<file path="src/rtl/pc_fetch_ctrl_if.sv">
// rtl/pc_fetch_ctrl_if.sv - fetch-side bus between the PC controller and the IF stage
//
// Purpose: groups the stall/redirect inputs, the incrementer return value and
//          the PC outputs of pc_fetch_ctrl into one bundle.
// Signals:
//   Stall            hazard stall from decode (hold PC)
//   Pc_Add1_In       Pc_Out + 1 from the external incrementer
//   Br_Taken         branch resolved taken this cycle
//   Br_Target        branch target word address
//   Jmp_En           j/jal/jr redirect this cycle
//   Jmp_Target       jump target word address
//   Pc_Out           current fetch PC
//   Pc_Valid         Pc_Out is a real fetch (low in BOOT)
//   Redirect_Pending a buffered redirect is waiting
// Modports: slave = the PC controller, master = the pipeline side driving it.
interface pc_fetch_ctrl_if #(
  parameter int ADDR_W = 32
);
  logic              Stall;
  logic [ADDR_W-1:0] Pc_Add1_In;
  logic              Br_Taken;
  logic [ADDR_W-1:0] Br_Target;
  logic              Jmp_En;
  logic [ADDR_W-1:0] Jmp_Target;
  logic [ADDR_W-1:0] Pc_Out;
  logic              Pc_Valid;
  logic              Redirect_Pending;

  modport slave (
    input  Stall, Pc_Add1_In, Br_Taken, Br_Target, Jmp_En, Jmp_Target,
    output Pc_Out, Pc_Valid, Redirect_Pending
  );

  modport master (
    output Stall, Pc_Add1_In, Br_Taken, Br_Target, Jmp_En, Jmp_Target,
    input  Pc_Out, Pc_Valid, Redirect_Pending
  );
endinterface

</file>
<file path="src/rtl/pc_fetch_ctrl.sv">
// rtl/pc_fetch_ctrl.sv - program counter register and next-PC selector for the IF stage
//
// Purpose: holds the fetch PC, selects the next PC from jump, branch, a
//          buffered redirect or the sequential (Pc + 1) value, holds on stall
//          and buffers redirects that arrive while stalled.
// Ports:
//   Clk      in  rising-edge clock
//   Reset_N  in  asynchronous active-low reset
//   bus      slave modport of pc_fetch_ctrl_if (stall/redirect in, PC out)
// Parameters:
//   ADDR_W   PC width, word addressed
//   RESET_PC PC loaded on reset
module pc_fetch_ctrl #(
  parameter int                ADDR_W   = 32,
  parameter logic [ADDR_W-1:0] RESET_PC = '0
) (
  input  logic            Clk,
  input  logic            Reset_N,
  pc_fetch_ctrl_if.slave  bus
);

  typedef enum logic {
    BOOT = 1'b0,
    RUN  = 1'b1
  } state_t;

  state_t            r_state;
  state_t            w_state_nxt;
  logic [ADDR_W-1:0] r_pc;
  logic [ADDR_W-1:0] w_pc_nxt;
  logic [ADDR_W-1:0] r_pend_pc;
  logic [ADDR_W-1:0] w_pend_pc_nxt;
  logic              r_pend;
  logic              w_pend_nxt;
  logic              w_pc_valid;

  always_ff @(posedge Clk or negedge Reset_N) begin
    if (!Reset_N) begin
      r_state   <= BOOT;
      r_pc      <= RESET_PC;
      r_pend_pc <= '0;
      r_pend    <= 1'b0;
    end else begin
      r_state   <= w_state_nxt;
      r_pc      <= w_pc_nxt;
      r_pend_pc <= w_pend_pc_nxt;
      r_pend    <= w_pend_nxt;
    end
  end

  always_comb begin
    w_state_nxt   = r_state;
    w_pc_nxt      = r_pc;
    w_pend_pc_nxt = r_pend_pc;
    w_pend_nxt    = r_pend;
    w_pc_valid    = 1'b0;

    case (r_state)
      BOOT: begin
        // One settling cycle: the reset PC is not yet a real fetch and all
        // stall/redirect inputs are ignored.
        w_state_nxt = RUN;
      end

      RUN: begin
        w_pc_valid = 1'b1;
        if (!bus.Stall) begin
          // Any fresh redirect supersedes the buffered one, so the buffer is
          // consumed whenever any redirect source is taken.
          if (bus.Jmp_En) begin
            w_pc_nxt   = bus.Jmp_Target;
            w_pend_nxt = 1'b0;
          end else if (bus.Br_Taken) begin
            w_pc_nxt   = bus.Br_Target;
            w_pend_nxt = 1'b0;
          end else if (r_pend) begin
            w_pc_nxt   = r_pend_pc;
            w_pend_nxt = 1'b0;
          end else begin
            // Incrementer output wraps naturally; loaded as-is.
            w_pc_nxt = bus.Pc_Add1_In;
          end
        end else begin
          // Stalled: PC held, latest redirect overwrites the buffer.
          if (bus.Jmp_En) begin
            w_pend_pc_nxt = bus.Jmp_Target;
            w_pend_nxt    = 1'b1;
          end else if (bus.Br_Taken) begin
            w_pend_pc_nxt = bus.Br_Target;
            w_pend_nxt    = 1'b1;
          end
        end
      end

      default: begin
        w_state_nxt = BOOT;
      end
    endcase
  end

  assign bus.Pc_Out           = r_pc;
  assign bus.Pc_Valid         = w_pc_valid;
  assign bus.Redirect_Pending = r_pend;

endmodule
</file>
<file path="src/flat_wrapper.sv">
// flat-port wrapper written by rule: the top's interface ports become plain ports
module pc_fetch_ctrl_flat 
#(
  parameter int                ADDR_W   = 32,
  parameter logic [ADDR_W-1:0] RESET_PC = '0
)
  (Clk, Reset_N, bus_Stall, bus_Pc_Add1_In, bus_Br_Taken, bus_Br_Target, bus_Jmp_En, bus_Jmp_Target, bus_Pc_Out, bus_Pc_Valid, bus_Redirect_Pending);
  pc_fetch_ctrl_if #(.ADDR_W(ADDR_W)) bus_i ();
  input  logic Clk;
  input  logic Reset_N;
  input wire logic [$bits(bus_i.Stall)-1:0] bus_Stall;
  input wire logic [$bits(bus_i.Pc_Add1_In)-1:0] bus_Pc_Add1_In;
  input wire logic [$bits(bus_i.Br_Taken)-1:0] bus_Br_Taken;
  input wire logic [$bits(bus_i.Br_Target)-1:0] bus_Br_Target;
  input wire logic [$bits(bus_i.Jmp_En)-1:0] bus_Jmp_En;
  input wire logic [$bits(bus_i.Jmp_Target)-1:0] bus_Jmp_Target;
  output wire logic [$bits(bus_i.Pc_Out)-1:0] bus_Pc_Out;
  output wire logic [$bits(bus_i.Pc_Valid)-1:0] bus_Pc_Valid;
  output wire logic [$bits(bus_i.Redirect_Pending)-1:0] bus_Redirect_Pending;
  assign bus_i.Stall = bus_Stall;
  assign bus_i.Pc_Add1_In = bus_Pc_Add1_In;
  assign bus_i.Br_Taken = bus_Br_Taken;
  assign bus_i.Br_Target = bus_Br_Target;
  assign bus_i.Jmp_En = bus_Jmp_En;
  assign bus_i.Jmp_Target = bus_Jmp_Target;
  assign bus_Pc_Out = bus_i.Pc_Out;
  assign bus_Pc_Valid = bus_i.Pc_Valid;
  assign bus_Redirect_Pending = bus_i.Redirect_Pending;
  pc_fetch_ctrl #(.ADDR_W(ADDR_W), .RESET_PC(RESET_PC)) u_core (.Clk(Clk), .Reset_N(Reset_N), .bus(bus_i));
endmodule
</file>
<file path="config.mk">
export PLATFORM = sky130hd
export DESIGN_NAME = pc_fetch_ctrl_flat
export DESIGN_NICKNAME = d
export VERILOG_FILES = /design/src/rtl/pc_fetch_ctrl_if.sv /design/src/rtl/pc_fetch_ctrl.sv /design/src/flat_wrapper.sv
export SDC_FILE = /design/constraint.sdc
export NUM_CORES = 1
export LEC_CHECK = 0
export ABC_AREA = 1
export CAP_MARGIN = 20
export CORE_ASPECT_RATIO = 1.75
export CORE_UTILIZATION = 30
export DETAILED_ROUTE_END_ITERATION = 8
export SYNTH_ARGS = -nofsm -noshare
export SYNTH_HDL_FRONTEND = slang
export SYNTH_SLANG_ARGS = --single-unit
export TNS_END_PERCENT = 50
</file>
<file path="constraint.sdc">
create_clock -name Clk -period 2.2 [get_ports Clk]
set_clock_uncertainty 0.05 [all_clocks]
set_input_delay 0.22 -clock Clk [delete_from_list [all_inputs] [get_ports Clk]]
set_output_delay 0.22 -clock Clk [all_outputs]
set_load 0.005 [all_outputs]
</file>
# Yosys cells after proc, flatten, opt, wreduce, memory -nomap -nowiden
# Index checks and enable logic that the tools add are counted.
# Widths: inputs -> output; s select.
# classes
eq_ne	1
n_addsub	0
shift	0
bitwise	1
n_lt_le_gt_ge	0
n_div	0
n_reduce_logical	4
mux	9
multipliers	0
# ops
op	count
$mux 32	5
$mux 1	4
$reduce_and 2->1	2
$ne 3x1->1 const B	1
$reduce_and 3->1	1
$reduce_bool 2->1	1
$not 1->1	1
# totals
mem_count	0
latch_bits	0
inputBits	101
ram_bits	0
wordCells	19
ff_bits	66
rom_bits	0

# Depth between registers and ports, before layout
# Gate-level depths: netlist (run 1).
# logic_depth
depth_word	3
ltp_mapped	9
ltp_nobuf	7

# Worst setup path before layout (run 1)
# Ideal clock, no wire load.
# synth_path
path_kind	reg-to-reg
startpoint	reg u_core.r_pend, in the netlist u_core.bus.Redirect_Pending
endpoint	reg u_core.r_pc[10], in the netlist u_core.bus.Pc_Out[10]
setup_ps	117
period_less_slack_ps	1186
required_time_ps	2033
path_stages_with_launch	9
path_buffers	2
t_arrival_ps	1020
setup_slack_ps	1014
cell_sequence	dfrtp_1 buf_2 inv_1 buf_4 nand2_1 nand3_1 nand2_1 nand2_1 nand2_1
# synth_via
elab_chain_cells	3
# synth_rtl
element	line	source
from (decl)	pc_fetch_ctrl.sv:33	logic r_pend;
from (signal assigned)	pc_fetch_ctrl.sv:47	r_pend <= w_pend_nxt;
$mux 32	pc_fetch_ctrl.sv:76	end else if (r_pend) begin
$mux 32	pc_fetch_ctrl.sv:73	end else if (bus.Br_Taken) begin
$mux 32	pc_fetch_ctrl.sv:70	if (bus.Jmp_En) begin
to (signal assigned)	pc_fetch_ctrl.sv:45	r_pc <= w_pc_nxt;
to (decl)	pc_fetch_ctrl.sv:29	logic [ADDR_W-1:0] r_pc;
# No other way between the ends.
# A chain may end at the register's enable or synchronous reset.

# Final worst setup path (run 1)
# layout_path
startpoint	reg u_core.r_pend, in the netlist u_core.bus.Redirect_Pending
endpoint	out bus_Redirect_Pending
# layout_rtl
element	line	source
to (decl)	flat_wrapper.sv:19	output wire logic [$bits(bus_i.Redirect_Pending)-1:0] bus_Redirect_Pending;
# No word-level cell between the ends.

==> impl_metrics.py, run 1 <==
metrics = {
    "critical_path": {
        "rr_endpoint": "u_core.bus.Pc_Out[0]",
        "crit_fanout": 19,
        "crit_start": "u_core.bus.Redirect_Pending",
        "r2r_setup_slack_ns": 0.56,
        "critPathTopFamily": "buffers and inverters",
        "path_class": "reg2out",
        "cp_data_required_time_ns": 1.93,
        "crit_path_end_kind": "output pin",
        "crit-reg2reg-launch": "u_core.r_state",
        "worst-endpoint-arrival_ns": 1.53,
        "cpMaxStageDelayCell": "clkdlybuf4s50_1",
        "crit_chain": "buf_4 > clkdlybuf4s50_1",
        "rr_worst_depth": 5,
        "max_stage_delay_ns": 0.57,
        "worst-path-buf-inv": 2,
        "critPathLaunchType": "flop",
    },
    "grt": {
        "grt_pass1_vias": 4434,
        "grt_pass1_wl_um": 21400,
        "antenna_found_initial": 0,
        "grt_usage_pct": 19.4,
        "overflow": 0,
        "grt_max_degree": 67,
    },
    "finish": {
        "diodes": 0,
        "stdcell_area_sq_um": 5800,
        "syn2layout_area_growth_pct": 41.5,
        "drive_above_1_share_pct": 4.63,
        "nNetsFinal": 874,
    },
    "placed_design": {
        "buffer_ports.inserted": 134,
        "gp_congestion": 0.816,
        "postPlaceCellArea_sq_um": 5500,
        "dp_hpwl_um": 9460,
    },
    "power": {
        "comb_power_share_pct": 26.6,
        "p_int_mw": 2.80,
        "power.switching_mw": 1.17,
        "power_density_nw_per_um2": 685,
        "ir_drop_v": 0.000360,
        "pwr-share-seq_pct": 38.4,
        "p_leak_nw": 3.20,
        "clockPowerShare_pct": 35.0,
        "p_sw_share_pct": 29.4,
    },
    "logic_synthesis": {
        "synth_cell_types": 16,
        "syn_avg_cell_area_sq_um": 6.26,
        "synthCells": 655,
        "yosysWarnings": 0,
        "synthAdderAreaFrac_pct": 0,
        "synth_mux_area_share_pct": 0,
        "syn_nets": 756,
        "syn_area_sq_um": 4100,
        "synth-simple-area-share_pct": 47.3,
        "ys_seq_elements": 66,
        "synth-compound-area-share_pct": 0.122,
        "synth_top_family_by_area": "simple AND/OR/NAND/NOR gates",
        "synth_xor_area_share_pct": 0,
        "synth-seq-area-share_pct": 40.3,
    },
    "route": {
        "drt-initial-drc-count": 260,
        "wl_um": 13400,
        "antenna_left": 0,
        "viasPerCell": 4.58,
        "vias": 4364,
        "first_pass_iters": 4,
        "routedWlPerCell_um": 14.1,
        "drc": 0,
    },
    "clock_tree": {
        "cts_max_level": 3,
        "numCtsBuffers": 9,
        "cts_sinks": 66,
        "clockBufferDepth": 2,
        "cts_root_buf": "clkbuf_16",
        "clk_pin_slew_ns": 0.05,
        "tritoncts": "yes",
        "post_cts_buffers": 0,
        "postCtsHoldBufs": 1,
        "cts_resized": 0,
        "insertion_delay_ns": 0.33,
    },
    "min_path": {
        "holdPathStages": 3,
        "min-delay-start": "bus_Stall",
        "holdCritPathClass": "in2reg",
        "hold_path_end": "u_core.r_pend_pc[10]",
    },
    "timing": {
        "finalSetupViolations": 0,
        "maxSlewViolCount": 0,
        "min_period_ns": 1.80,
        "clock.fmax_mhz": 556,
        "finalHoldViolCount": 0,
        "finalCritPeriodShare_pct": 81.7,
        "grt_setup_unrepaired": "false",
        "max_slew.worst_pin.slew_ns": 0.868,
        "setup-tns-final_ns": 0,
        "maxSlewHeadroom_pct": 42.1,
        "holdWs_ns": 0.292,
    },
    "die": {
        "die_area_sq_um": 14200,
        "fp-row-count": 56,
        "start_util_pct": 30.6,
        "core_sq_um": 13400,
        "die_w_um": 90.4,
        "die_h_um": 157,
        "ios": 135,
    },
    "run_status": {
        "status": "finished, final reports clean",
    },
    "flow_run": {
        "drv_cap": 0,
    },
}
worst max path at each step:
stage,to,cells after the start
3_5_place_dp,u_core.bus.Pc_Out[25],8
2_1_floorplan,u_core.bus.Pc_Out[10],8
5_1_grt,bus_Redirect_Pending,2
6_report,bus_Redirect_Pending,2
4_1_cts,bus_Redirect_Pending,2
3_3_place_gp,u_core.bus.Pc_Out[25],8
state kept, by name, indices dropped and copies added (netlist names):
register / count
u_core.r_state: 1
u_core.bus.Redirect_Pending: 1
u_core.r_pend_pc: 32
u_core.bus.Pc_Out: 32
kinds of logic (layout without fill, tap and decap cells):
family	count (synthesis)	count (layout)
buffers and inverters	110	233
AO/OA/AOI/OAI	1	1
other	1	1
flip-flops	66	66
AND/OR/NAND/NOR	477	477
synth_stat cells:
cell | number | share of area (%)
nand2_1 | 410 | 38
dfrtp_1 | 66 | 40
inv_1 | 66 | 6.0
nand3_1 | 32 | 3.9
nand4_1 | 32 | 4.9
buf_2 | 23 | 2.8
buf_4 | 7 | 1.3
buf_1 | 4 | 0.37
buf_6 | 4 | 1.1
inv_2 | 4 | 0.37
clkbuf_1 | 2 | 0.18
conb_1 | 1 | 0.091
nand3_2 | 1 | 0.24
nor2_4 | 1 | 0.27
nor2_8 | 1 | 0.49
o21ai_0 | 1 | 0.12
layout make-up:
type | instances | area (sq um)
Sequential cell | 66 | 1650
Fill cell | 1429 | 7580
Timing Repair Buffer | 147 | 1430
Tap cell | 174 | 218
Inverter | 70 | 263
Multi-Input combinational cell | 479 | 1950
Clock buffer | 11 | 233
Clock inverter | 5 | 55.1
power groups by stage:
stage	clock [mW]	sequential, mW	combinational [mW]
2_1_floorplan	0	1.52	0.532
6_report	1.39	1.53	1.06
3_3_place_gp	0	1.54	1.05
5_1_grt	1.47	1.55	1.18
4_1_cts	1.42	1.53	1.07
3_5_place_dp	0	1.55	1.06
metrics by stage:
step	utilization (%)	worst slack, ns	total power, mW	instances
2_1_floorplan	-	1.01	2.05	655
3_3_place_gp	41.1	0.449	2.60	935
3_5_place_dp	41.1	0.448	2.61	935
4_1_cts	43.3	0.382	4.01	952
5_1_grt	43.3	0.350	4.20	952
6_report	43.3	0.402	3.97	952
routing by layer:
metal,wire (um),global-route usage (%)
met1,5220,22.0
met3,609,3.11
met2,7090,35.0
met5,0,0
met4,475,10.1
placed cells by master, fill, tap and decap left out, types with 2 or more instances in the layout:
master	Yosys	routed
clkbuf_16	0	9
inv_2	4	4
buf_2	23	2
nand4_1	32	32
clkinvlp_4	0	2
clkinv_2	0	2
inv_1	66	66
nand2_1	410	410
nand3_1	32	32
buf_4	7	13
clkbuf_1	2	2
clkdlybuf4s50_1	0	131
dfrtp_1	66	66
tightest hold or removal path: stages:
cell and delay (ns):
buf_2 0.22, nand4_1 0.14, nand2_1 0.04
(Power assumes the default switching activity.)
==> run 2: changes to the inputs <==
- clock period: 2.2 -> 1.7 ns (I/O delays scaled with it)
==> run 2 against run 1 <==
Clock-buffer cell count down 1. First-iteration DRC count up 13%. Setup slack worse by 0.34 ns. Flip-flop and latch count unchanged. Highest routed layer unchanged.
==> impl_metrics.py, run 2 (synthesis results as in run 1) <==
metrics = {
    "run_status": {
        "status": "finished, final reports clean",
    },
    "placed_design": {
        "dp_hpwl_um": 9630,
        "gp_congestion": 0.802,
        "postPlaceCellArea_sq_um": 5630,
        "place_ws_ns": 0.169,
        "buffer_ports.inserted": 134,
        "place_inst": 945,
    },
    "critical_path": {
        "r2r_setup_slack_ns": 0.35,
        "max_stage_delay_ns": 0.51,
        "rr_endpoint": "u_core.bus.Pc_Out[17]",
        "crit_path_end_kind": "output pin",
        "worst-endpoint-arrival_ns": 1.42,
        "cpMaxStageDelayCell": "clkdlybuf4s50_1",
        "path_class": "reg2out",
        "rr_worst_depth": 5,
        "crit-reg2reg-launch": "u_core.r_state",
        "crit_chain": "buf_4 > clkdlybuf4s50_1",
        "critPathLaunchType": "flop",
        "cp_data_required_time_ns": 1.48,
        "crit_fanout": 9,
    },
    "power": {
        "comb_power_share_pct": 26.1,
        "power.switching_mw": 1.51,
        "p_int_mw": 3.84,
        "power_density_nw_per_um2": 898,
        "p_sw_share_pct": 28.2,
        "pwr-share-seq_pct": 36.9,
        "ir_drop_v": 0.000513,
        "p_leak_nw": 3.30,
        "clockPowerShare_pct": 37.0,
    },
    "finish": {
        "syn2layout_area_growth_pct": 45.3,
        "stdcell_area_sq_um": 5950,
        "fill_cells": 1391,
        "fin_cells": 962,
        "final_cell_mix": "nand2_1 (410), clkdlybuf4s50_1 (131), inv_1 (66), dfrtp_1 (66)",
        "nNetsFinal": 884,
        "drive_above_1_share_pct": 6.09,
        "diodes": 0,
        "final_common_cell": "nand2_1",
    },
    "die": {
        "start_util_pct": 30.6,
        "ios": 135,
        "core_sq_um": 13400,
        "die_area_sq_um": 14200,
        "die_w_um": 90.4,
        "die_h_um": 157,
        "fp-row-count": 56,
    },
    "grt": {
        "grt_pass1_vias": 4476,
        "overflow": 0,
        "antenna_found_initial": 0,
        "grt_usage_pct": 19.2,
        "grt_pass1_wl_um": 21500,
        "grt_max_degree": 34,
    },
    "min_path": {
        "holdPathStages": 3,
        "hold_path_end": "u_core.r_pend_pc[11]",
        "min-delay-start": "bus_Stall",
        "holdCritPathClass": "in2reg",
    },
    "route": {
        "drc": 0,
        "routedWlPerCell_um": 13.7,
        "vias": 4451,
        "first_pass_iters": 4,
        "drt-initial-drc-count": 293,
        "viasPerCell": 4.63,
        "wl_um": 13200,
        "antenna_left": 0,
    },
    "timing": {
        "maxSlewViolCount": 0,
        "finalSetupViolations": 0,
        "max_slew.worst_pin.slew_ns": 0.612,
        "finalCritPeriodShare_pct": 96.5,
        "min_period_ns": 1.64,
        "clock.fmax_mhz": 609,
        "finalHoldViolCount": 0,
        "holdWs_ns": 0.169,
        "grt_setup_unrepaired": "false",
        "setup-tns-final_ns": 0,
        "maxSlewHeadroom_pct": 59.1,
        "setup_ws_ns": 0.0593,
    },
    "clock_tree": {
        "cts_root_buf": "clkbuf_16",
        "insertion_delay_ns": 0.33,
        "cts_max_level": 3,
        "tritoncts": "yes",
        "cts_sinks": 66,
        "post_cts_buffers": 0,
        "postCtsHoldBufs": 1,
        "cts_resized": 0,
        "numCtsBuffers": 9,
        "clk_pin_slew_ns": 0.05,
        "clockBufferDepth": 2,
    },
    "flow_run": {
        "drv_cap": 0,
    },
}
-- run 2: cell types whose count changed in the layout (fill, tap and decap cells not counted), sizes merged --
cell	delta
buf	+10
bufinv	+1
clkbuf	-1
clkinv	+2
clkinvlp	-2
-- run 2: critical path, delay by kind of cell, from the launching register on --
kind                   cells  cell delay, ns
buffers and inverters      2            0.70
DFF                        1            0.38
-- run 2: stage by stage --
step           total power, mW  utilization (%)
5_1_grt                   5.66             44.5
2_1_floorplan             2.65                -
6_report                  5.35             44.5
3_3_place_gp              3.39             42.0
4_1_cts                   5.41             44.5
3_5_place_dp              3.41             42.0
-- run 2: area by class of cell --
cell class              instances  area, sq um  area share (%)
well taps                     174          218            3.66
clock inverters                 6         80.1            1.34
multi-input cells             479         1950            32.7
flip-flops and latches         66         1650            27.7
repair buffers                157         1550            26.1
clock buffers                  10          239            4.01
inverters                      70          263            4.41
-- run 2: worst max path at each step --
stage,from,end,slack [ns],cells past startpoint
global route,u_core.r_state,bus_Pc_Valid,0.02,2
finish,u_core.r_state,bus_Pc_Valid,0.06,2
floorplan,u_core.bus.Redirect_Pending,u_core.bus.Pc_Out[10],0.51,8
detailed placement,bus_Br_Taken,u_core.bus.Pc_Out[25],0.17,7
CTS,u_core.r_state,bus_Pc_Valid,0.04,2
global placement,bus_Br_Taken,u_core.bus.Pc_Out[25],0.16,7
-- run 2: layer usage --
metal  global-route usage, %  up-vias  wire length [um]
li1                        -     2224                 -
met5                       0        -                 0
met3                    2.53       32               630
met2                    35.0      155              6890
met1                    21.6     2040              5150
met4                    10.2        0               540
-- run 2: power by group through the flow --
stage | logic [mW] | registers (mW) | clock network (mW)
2_1_floorplan | 0.689 | 1.96 | 0
3_3_place_gp | 1.39 | 2.00 | 0
3_5_place_dp | 1.41 | 2.00 | 0
4_1_cts | 1.42 | 1.98 | 2.01
5_1_grt | 1.57 | 2.00 | 2.08
6_report | 1.40 | 1.97 | 1.98
==> run 3: changes to the inputs <==
- clock period: 1.7 -> 1.6 ns (I/O delays scaled with it)
==> run 3 against run 2 <==
Global-route usage is 0.43 points higher. Sequential power grew 7%. Setup slack better by 0.0025 ns. First-iteration DRC count shrank 17%. Die area unchanged. Sequential share of layout area fell by 0.13 points. Critical endpoint is now bus_Redirect_Pending. Largest cell class unchanged. Largest power group is now registers.
==> impl_metrics.py, run 3 (synthesis results as in run 1) <==
metrics = {
    "critical_path": {
        "path_class": "reg2out",
        "cpMaxStageDelayCell": "clkdlybuf4s50_1",
        "critPathLaunchType": "flop",
        "critPathTopFamily": "buffers and inverters",
        "cp_data_required_time_ns": 1.39,
        "worst-endpoint-arrival_ns": 1.33,
        "worst-path-buf-inv": 1,
        "crit_path_end_kind": "output pin",
        "crit_chain": "clkdlybuf4s50_1",
        "max_stage_delay_ns": 0.55,
        "crit_fanout": 5,
    },
    "timing": {
        "grt_setup_unrepaired": "false",
        "min_period_ns": 1.54,
        "finalHoldViolCount": 0,
        "finalCritPeriodShare_pct": 96.1,
        "maxSlewHeadroom_pct": 57.7,
        "max_slew.worst_pin.slew_ns": 0.633,
        "clock.fmax_mhz": 650,
        "setup-tns-final_ns": 0,
        "maxSlewViolCount": 0,
        "finalSetupViolations": 0,
    },
    "die": {
        "die_area_sq_um": 14200,
        "die_w_um": 90.4,
        "ios": 135,
        "die_h_um": 157,
        "start_util_pct": 30.6,
        "fp-row-count": 56,
        "core_sq_um": 13400,
    },
    "power": {
        "clockPowerShare_pct": 34.7,
        "power_density_nw_per_um2": 924,
        "p_int_mw": 3.91,
        "power.switching_mw": 1.62,
        "ir_drop_v": 0.000452,
        "comb_power_share_pct": 27.3,
        "p_sw_share_pct": 29.2,
        "p_leak_nw": 3.32,
        "pwr-share-seq_pct": 38.1,
        "fin_total_pwr_mw": 5.53,
    },
    "placed_design": {
        "place_inst": 944,
        "dp_hpwl_um": 9540,
        "buffer_ports.inserted": 134,
        "gp_congestion": 0.811,
    },
    "run_status": {
        "status": "finished, final reports clean",
    },
    "flow_run": {
        "drv_cap": 0,
    },
    "clock_tree": {
        "cts_max_level": 3,
        "cts_sinks": 66,
        "numCtsBuffers": 9,
        "cts_root_buf": "clkbuf_16",
        "insertion_delay_ns": 0.33,
        "clk_pin_slew_ns": 0.05,
        "clockBufferDepth": 2,
        "tritoncts": "yes",
    },
    "finish": {
        "fin_cells": 964,
        "fin_util_pct": 44.7,
        "drive_above_1_share_pct": 5.82,
        "diodes": 0,
        "final_cell_mix": "nand2_1 (410), clkdlybuf4s50_1 (130), inv_1 (66), dfrtp_1 (66)",
        "final_common_cell": "nand2_1",
        "nNetsFinal": 886,
        "syn2layout_area_growth_pct": 46.0,
    },
    "grt": {
        "grt_usage_pct": 19.6,
        "overflow": 0,
        "grt_pass1_vias": 4423,
        "antenna_found_initial": 0,
        "grt_max_degree": 67,
        "grt_pass1_wl_um": 21800,
    },
    "min_path": {
        "holdCritPathClass": "in2reg",
    },
    "route": {
        "first_pass_iters": 5,
        "drc": 0,
        "vias": 4452,
        "wl_um": 13500,
        "drt-initial-drc-count": 242,
        "routedWlPerCell_um": 14.0,
        "antenna_left": 0,
        "viasPerCell": 4.62,
    },
}
==> run 3: cell types whose count changed in the layout (fill, tap and decap cells not counted), sizes merged <==
cell / delta
buf: +1
bufbuf: +1
bufinv: -1
clkbuf: +3
clkdlybuf4s50: -1
clkinv: -2
dlymetal6s2s: +1
==> run 3: cell type report <==
| cell class | count | area (sq um) |
|---|---|---|
| flip-flops and latches | 66 | 1650 |
| clock inverters | 3 | 40.0 |
| repair buffers | 159 | 1620 |
| inverters | 70 | 263 |
| clock buffers | 13 | 240 |
| fillers | 1384 | 7400 |
| multi-input cells | 479 | 1950 |
| well taps | 174 | 218 |
==> run 3: power by group through the flow <==
stage / Sequential [mW] / Combinational, mW / Clock [mW]
after CTS: 2.11 / 1.52 / 1.94
after global routing: 2.14 / 1.70 / 2.00
after floorplan: 2.09 / 0.732 / 0
after detailed placement: 2.13 / 1.50 / 0
final: 2.10 / 1.51 / 1.92
after global placement: 2.13 / 1.49 / 0
==> run 3: worst paths after layout <==
kind | from | endpoint | slack, ns | depth (start not counted)
worst max-delay path | u_core.bus.Redirect_Pending | bus_Redirect_Pending | 0.06 | 1
worst min-delay path | bus_Stall | u_core.r_pend_pc[15] | 0.15 | 3
worst max register to register | u_core.r_state | u_core.r_pend_pc[0] | 0.20 | 6
worst min register to register | u_core.bus.Pc_Out[13] | u_core.bus.Pc_Out[13] | 0.43 | 2
max in group asynchronous | Reset_N | u_core.r_pend_pc[3] | 0.85 | 3
min in group asynchronous | Reset_N | u_core.bus.Pc_Out[16] | 0.32 | 3
==> run 3: stage by stage <==
stage	hold WS, ns	cell area (sq um)	setup WS [ns]
2_1_floorplan	-0.186	4100	0.414
3_3_place_gp	0.143	5640	0.113
3_5_place_dp	0.149	5640	0.0909
4_1_cts	0.146	5970	0.0115
5_1_grt	0.173	5980	0.0113
6_report	0.155	5980	0.0617
==> run 3: routing by layer <==
metal / vias to the layer above / global-route usage, % / wire, um
met1: 2048 / 22.9 / 5390
met4: 0 / 8.06 / 316
met2: 162 / 35.9 / 7130
met5: - / 0 / 0
li1: 2228 / - / -
met3: 14 / 2.72 / 656
==> run 3: timing repair <==
item                       CTS  global route
cloned                       1             0
hold endpoints to repair    66             0
gates resized for setup      0             1
setup endpoints to repair    1             1
setup buffers                1             1
hold buffers                 1             0
